<file path="config.mk">
export PLATFORM = sky130hd
export DESIGN_NAME = exponent_scheduler
export DESIGN_NICKNAME = d
export VERILOG_FILES = /design/src/rtl/exponent_scheduler.sv
export SDC_FILE = /design/constraint.sdc
export NUM_CORES = 1
export LEC_CHECK = 0
export ABC_CLOCK_PERIOD_IN_PS = 1550
export BUFFER_PORTS_ARGS = -buffer_cell sky130_fd_sc_hd__buf_2
export CAP_MARGIN = 0
export CORE_AREA = 5 5 153 155
export DETAILED_ROUTE_END_ITERATION = 10
export DIE_AREA = 0 0 158 160
export GPL_TIMING_DRIVEN = 0
export PLACE_DENSITY_LB_ADDON = 0.15
export SETUP_SLACK_MARGIN = 0.1
export SLEW_MARGIN = 20
export SYNTH_ARGS = -nofsm -noshare
export SYNTH_HDL_FRONTEND = slang
export SYNTH_SLANG_ARGS = --single-unit
</file>
<file path="constraint.sdc">
create_clock -name clock -period 1.55 [get_ports clock]
set_input_delay 0.155 -clock clock [delete_from_list [all_inputs] [get_ports clock]]
set_output_delay 0.155 -clock clock [all_outputs]
set_load 0.01 [all_outputs]
</file>
<file path="src/rtl/exponent_scheduler.sv">
// exponent_scheduler: round-robin arbiter that shares one W-bit exponent unit
// (enable/ready handshake, result on p) among N_REQ requesters. It latches the
// winner's operands, issues them, waits out the unit's ready handshake, and
// returns the result to the winner. It also drives the unit's active-low reset.
//
// Optional feature: define EXPSCHED_TIMEOUT_EN to bound the wait states by
// TIMEOUT_CYCLES. On expiry the unit is reset for one cycle and the winner
// receives rsp_p=0 with rsp_err=1. Without the macro the scheduler waits
// indefinitely and rsp_err is tied low.
module exponent_scheduler #(
  parameter int N_REQ          = 4,
  parameter int W              = 32,
  parameter int TIMEOUT_CYCLES = 1024
) (
  input  logic               clock,
  input  logic               reset,
  input  logic [N_REQ-1:0]   req_valid,
  input  logic [N_REQ*W-1:0] req_x,
  input  logic [N_REQ*W-1:0] req_a,
  output logic [N_REQ-1:0]   req_ack,
  output logic [N_REQ-1:0]   rsp_valid,
  output logic [W-1:0]       rsp_p,
  output logic               rsp_err,
  output logic               busy,
  output logic               exp_enable,
  output logic [W-1:0]       exp_x,
  output logic [W-1:0]       exp_a,
  input  logic [W-1:0]       exp_p,
  input  logic               exp_ready,
  output logic               exp_reset_n
);

  localparam int IDX_W = (N_REQ > 1) ? $clog2(N_REQ) : 1;

  typedef enum logic [2:0] {
    S_IDLE,
    S_ISSUE,
    S_WAIT_LOW,
    S_WAIT_DONE,
    S_RESP,
    S_ABORT
  } state_t;

  state_t             state_q;
  logic [IDX_W-1:0]   ptr_q;     // round-robin start position
  logic [IDX_W-1:0]   win_q;     // requester currently being served
  logic [IDX_W-1:0]   ptr_d;     // pointer after serving win_q
  logic [IDX_W-1:0]   win_idx;   // combinational arbitration result
  logic [N_REQ-1:0]   win_onehot;
  logic [N_REQ-1:0]   grant_onehot;
  int                 pos;

  // Round-robin search: first set req_valid bit at or above ptr_q, wrapping.
  // NOTE: every variable written here gets a default first, so no path leaves
  // it unassigned and no latch is inferred.
  always_comb begin
    win_idx = ptr_q;
    pos     = 0;
    // Scan from the farthest offset down so the nearest requester wins last.
    for (int k = N_REQ - 1; k >= 0; k--) begin
      pos = int'(ptr_q) + k;
      if (pos >= N_REQ) pos = pos - N_REQ;
      if (req_valid[pos]) win_idx = IDX_W'(pos);
    end
  end

  // One-hot decodes of the fresh winner and of the latched winner, plus the
  // pointer that follows the latched winner.
  always_comb begin
    grant_onehot = N_REQ'(1) << win_idx;
    win_onehot   = N_REQ'(1) << win_q;
    ptr_d        = (win_q == IDX_W'(N_REQ - 1)) ? '0 : win_q + 1'b1;
  end

`ifdef EXPSCHED_TIMEOUT_EN
  localparam int CNT_W = $clog2(TIMEOUT_CYCLES) + 1;

  logic [CNT_W-1:0] cnt_q;
  logic             timeout_hit;

  // Expiry flag for the wait-state cycle counter.
  always_comb begin
    timeout_hit = (cnt_q == CNT_W'(TIMEOUT_CYCLES - 1));
  end

  // The unit is held in reset with the scheduler and for the single ABORT cycle.
  assign exp_reset_n = ~reset & (state_q != S_ABORT);
`else
  // The unit's reset simply follows the scheduler's reset.
  assign exp_reset_n = ~reset;
  assign rsp_err     = 1'b0;
`endif

  // Scheduler FSM with all outputs registered; ack/valid/enable are one-cycle
  // pulses set on entry to their state and cleared by default afterwards.
  // NOTE: sequential state uses non-blocking assignments so every register
  // samples the pre-edge values regardless of statement order.
  always_ff @(posedge clock) begin
    if (reset) begin
      state_q    <= S_IDLE;
      ptr_q      <= '0;
      win_q      <= '0;
      req_ack    <= '0;
      rsp_valid  <= '0;
      rsp_p      <= '0;
      busy       <= 1'b0;
      exp_enable <= 1'b0;
      exp_x      <= '0;
      exp_a      <= '0;
`ifdef EXPSCHED_TIMEOUT_EN
      rsp_err    <= 1'b0;
      cnt_q      <= '0;
`endif
    end else begin
      req_ack    <= '0;
      rsp_valid  <= '0;
      exp_enable <= 1'b0;
`ifdef EXPSCHED_TIMEOUT_EN
      if (state_q == S_WAIT_LOW || state_q == S_WAIT_DONE) cnt_q <= cnt_q + 1'b1;
`endif
      case (state_q)
        S_IDLE: begin
          if (exp_ready && |req_valid) begin
            exp_x      <= req_x[win_idx*W +: W];
            exp_a      <= req_a[win_idx*W +: W];
            win_q      <= win_idx;
            req_ack    <= grant_onehot;
            exp_enable <= 1'b1;
            busy       <= 1'b1;
            state_q    <= S_ISSUE;
          end
        end
        S_ISSUE: begin
`ifdef EXPSCHED_TIMEOUT_EN
          cnt_q   <= '0;
`endif
          state_q <= S_WAIT_LOW;
        end
        S_WAIT_LOW: begin
`ifdef EXPSCHED_TIMEOUT_EN
          if (timeout_hit) state_q <= S_ABORT;
          else
`endif
          if (!exp_ready) state_q <= S_WAIT_DONE;
        end
        S_WAIT_DONE: begin
          // A capture in the expiry cycle takes priority over the abort.
          if (exp_ready) begin
            rsp_p     <= exp_p;
            rsp_valid <= win_onehot;
`ifdef EXPSCHED_TIMEOUT_EN
            rsp_err   <= 1'b0;
`endif
            state_q   <= S_RESP;
          end
`ifdef EXPSCHED_TIMEOUT_EN
          else if (timeout_hit) begin
            state_q <= S_ABORT;
          end
`endif
        end
`ifdef EXPSCHED_TIMEOUT_EN
        S_ABORT: begin
          rsp_p     <= '0;
          rsp_err   <= 1'b1;
          rsp_valid <= win_onehot;
          state_q   <= S_RESP;
        end
`endif
        S_RESP: begin
          // The unit leaves DONE during this cycle, so IDLE never sees it there.
          ptr_q   <= ptr_d;
          busy    <= 1'b0;
          state_q <= S_IDLE;
        end
        default: begin
          busy    <= 1'b0;
          state_q <= S_IDLE;
        end
      endcase
    end
  end

endmodule
</file>
==> results list <==
- For flop-to-flop paths, the worst setup slack is -300 ps.
* CP Data Arrival Time: 2140 ps
- The worst setup path is launched from a register.
* Gr ovfl total: 0
- Per report_power, the sequential group accounts for 34.7% of the total.
- Boundary Pins: 403
* FP Rows: 54
- Sorting the synthesized cells by area gives the leading types as dfxtp_1, mux2i_1, o221ai_2.
- The analysis attributes to cell leakage a power of 4.40 nW.
- Number of global-route vias before repair: 6145
- Run status: finished, violations left
- Setup WS post-layout: -304 ps
* Final hold violations: 0
- Antenna violations before repair: 6
* Cell variety after synth: 40
* Endpoint class of the critical path: register
- Post-synthesis sequential element count: 113
- For the worst-skew pair, the clock arrives at the later sink with an insertion delay of 410 ps.
* Count of TritonRoute iterations in the first routing pass: 4
- Die Wd: 158 um
- After layout, the minimum clock period comes to 1850 ps.
* Number of max-cap violations: 0
- For this design the total switching power over the nets is 2.59 mW.
* Ratio of cells with drive above 1 in the final layout: 56.3%
* Syn Nets: 863
* Quantity of I/O buffers inserted on ports: 400
- Slew headroom: 65.0%
- Final hold analysis gives a worst-case slack of 34.1 ps.
* Hold crit path type: in -> reg
- Timing would allow up to 539 MHz.
- TritonCTS built the clock tree.
- Dividing the detail-routed via count by the number of cells gives 4.53.
- Global-route wire length before repair: 34900 um
- GR peak layer: met2
- Clock power frac: 42.7%
- Cell area after synthesis: 5780 sq um
- Critical path fanouts, max: 10
- Average instance area after synthesis: 10.2 sq um
- Counting the fill cells in the layout gives 2117.
- At the worst endpoint, the required time is 1830 ps.
* Int Pwr: 6.63 mW
* Pins Over Slew Limit: 0
- Counting every sink on the clock net gives 113.
* Layout overhead on the synthesized area: 69.0%
* Register area share after synthesis: 39.1%
* Critical Path End: exp_x[19]$_SDFFE_PP0P_
* TritonCTS buffer count: 17
- Die Footprint: 25300 sq um
* Residual antenna-violating net count after detailed routing: 0
- In the final routed layout, each cell accounts on average for 18.2 um.
- Of the total power, the share spent switching nets is 28.1%.
- Pin count of the biggest net entering global routing: 17
- For this block, the routed nets add up to 24100 um of wire.
* Highest-count cells in the layout ignoring fill and taps: buf_2, nand2_1, dfxtp_1
* RSZ-0062 raised after global routing: yes
- Global routing usage on met3: 6.44%
- The endpoint identified for the worst register-to-register timing path is exp_x[19]$_SDFFE_PP0P_.
- Setup violations remaining at the end of the flow were counted as 64.
- Summing over every cut layer, the via total after detailed routing is 6003.
- Share of the clock period used by the worst path after layout: 120%
* Worst reg2reg startpoint: ptr_q[0]$_SDFFE_PP0N_
- Tightest Pin Transition: 525 ps
* Peak supply drop: 0.000669 V
- Placeable core region: 21700 sq um
- In the global route stage, overall resource usage came out at 17.9%.
- Worst setup path startpoint: ptr_q[0]$_SDFFE_PP0N_
- The number of cells on the worst reg-to-reg path is 8.
- Sum of negative setup slack: -16130 ps
* Met1 Usage GRT: 20.6%
* Comb pwr share: 22.7%
- Die span in y: 160 um
- For this design the ratio of total power to cell area is 945 nW/um^2.
* Post-synth top area share: 39.1%
* Clock tree skew after final layout: 12.0 ps
- Cell taking the most area after synthesis: dfxtp_1
- Maximum level of the CTS H-tree: 4
- The final reports fail on setup timing.
- Clk buf depth: 2
- Once the floorplan was initialized, standard cells occupied 26.6% of the core.
- Clock transition time at the flip-flop clock pins of the worst setup and hold paths: 60 ps
- Final routed DRC violation total: 0
- Cells after synthesis: 567
- Total half-perimeter wirelength after legalization and detailed placement: 18900 um
- Clock Tree Root: clkbuf_16
- The critical path is of the reg -> reg type.
- Leaving out fill and tap cells, the most frequent cell in the layout is buf_2.
* Detailed Route Iter0 Violations: 209
* Ys Warns: 0
* Routability cong.: 0.803
* Net total in the final layout: 1323
- M2 GR Usage: 31.9%
-- kinds of logic after synthesis --
logic type,after synthesis,synth area share [%]
buffers and inverters,52,7.49
muxes,130,22.5
DFF,113,39.1
other,1,0.0649
AOI/OAI and AO/OA,106,18.0
adders and majority gates,1,0.216
and+or+nand+nor,164,12.6
-- registers in the layout (all words and copies together), names as in the netlist --
signal,count
exp_a,32
exp_enable,1
exp_x,32
rsp_p,32
state_q,3
rsp_valid,4
req_ack,4
win_q,2
busy,1
ptr_q,2
-- through the flow --
| step | instance area (sq um) | instances | setup slack [ps] | total power [mW] | util (%) |
|---|---|---|---|---|---|
| CTS | 9360 | 1315 | -320 | 9.20 | 43.1 |
| finish | 9760 | 1325 | -304 | 9.22 | 45.0 |
| global placement | 8130 | 1247 | -506 | 5.00 | 37.5 |
| detailed placement | 8130 | 1247 | -511 | 5.01 | 37.5 |
| floorplan | 5780 | 567 | -56.8 | 4.18 | - |
| global route | 9760 | 1324 | -427 | 9.66 | 45.0 |
-- layout make-up --
class / instances / area [sq um] / area share, %
Antenna cell: 5 / 12.5 / 0.128
Buffer: 47 / 472 / 4.83
Clock buffer: 18 / 439 / 4.50
Clock inverter: 14 / 156 / 1.60
Inverter: 3 / 11.3 / 0.115
Multi-Input combinational cell: 402 / 3560 / 36.4
Sequential cell: 113 / 2260 / 23.2
Tap cell: 280 / 350 / 3.59
Timing Repair Buffer: 443 / 2500 / 25.6
-- layer usage --
| metal | routed length (um) | up-vias |
|---|---|---|
| met5 | 27 | - |
| met4 | 227 | 4 |
| met3 | 2080 | 15 |
| met2 | 12400 | 212 |
| met1 | 9330 | 2756 |
| li1 | - | 3016 |
-- power by group through the flow --
stage                     clock [mW]  sequential (mW)  combinational [mW]
after floorplan                    0             3.34               0.846
after global placement             0             3.25                1.75
after detailed placement           0             3.26                1.75
after CTS                       4.04             3.20                1.96
after global routing            4.19             3.22                2.25
final                           3.93             3.20                2.09
-- synthesized netlist by cell type, drive strengths merged --
master,instances
nand2b,2
inv,3
mux2i,130
a21oi,34
dfxtp,113
nand2,132
o31ai,2
ha,1
and4bb,1
o311a,1
nand3,2
buf,23
nor2b,3
and2b,2
clkbuf,22
a211oi,2
nor3b,1
nor2,10
bufbuf,4
nor4,2
conb,1
nand3b,2
o221ai,64
and3,2
nor3,2
o21ai,3
or2,1
nor4b,2
-- repair_timing --
action	CTS	global route
setup buffers	4	2
hold endpoints to repair	32	0
setup endpoints to repair	100	100
gates cloned	2	3
pin swaps	0	2
resized for setup	59	63
hold buffers	32	0
-- worst min path at each step --
stage / start / to / slack [ps] / depth (start not counted)
2_1_floorplan: exp_p[0] / rsp_p[0]$_SDFFE_PP0N_ / 290 / 2
6_report: req_a[6] / exp_a[6]$_SDFFE_PP0P_ / 30 / 3
4_1_cts: req_a[39] / exp_a[7]$_SDFFE_PP0P_ / 10 / 3
5_1_grt: req_x[52] / exp_x[20]$_SDFFE_PP0P_ / 20 / 3
3_5_place_dp: exp_p[4] / rsp_p[4]$_SDFFE_PP0N_ / 400 / 3
3_3_place_gp: exp_p[20] / rsp_p[20]$_SDFFE_PP0N_ / 400 / 3
-- worst max-delay path: stages, from the launching register on --
cell and delay [ps]:
dfxtp_2 340, and2b_4 190, o21ai_1 110, o311a_1 200
buf_6 170, buf_12 160, buf_12 180, mux2i_4 270
o221ai_2 100
Note: power is estimated with default switching activity, not from simulation.
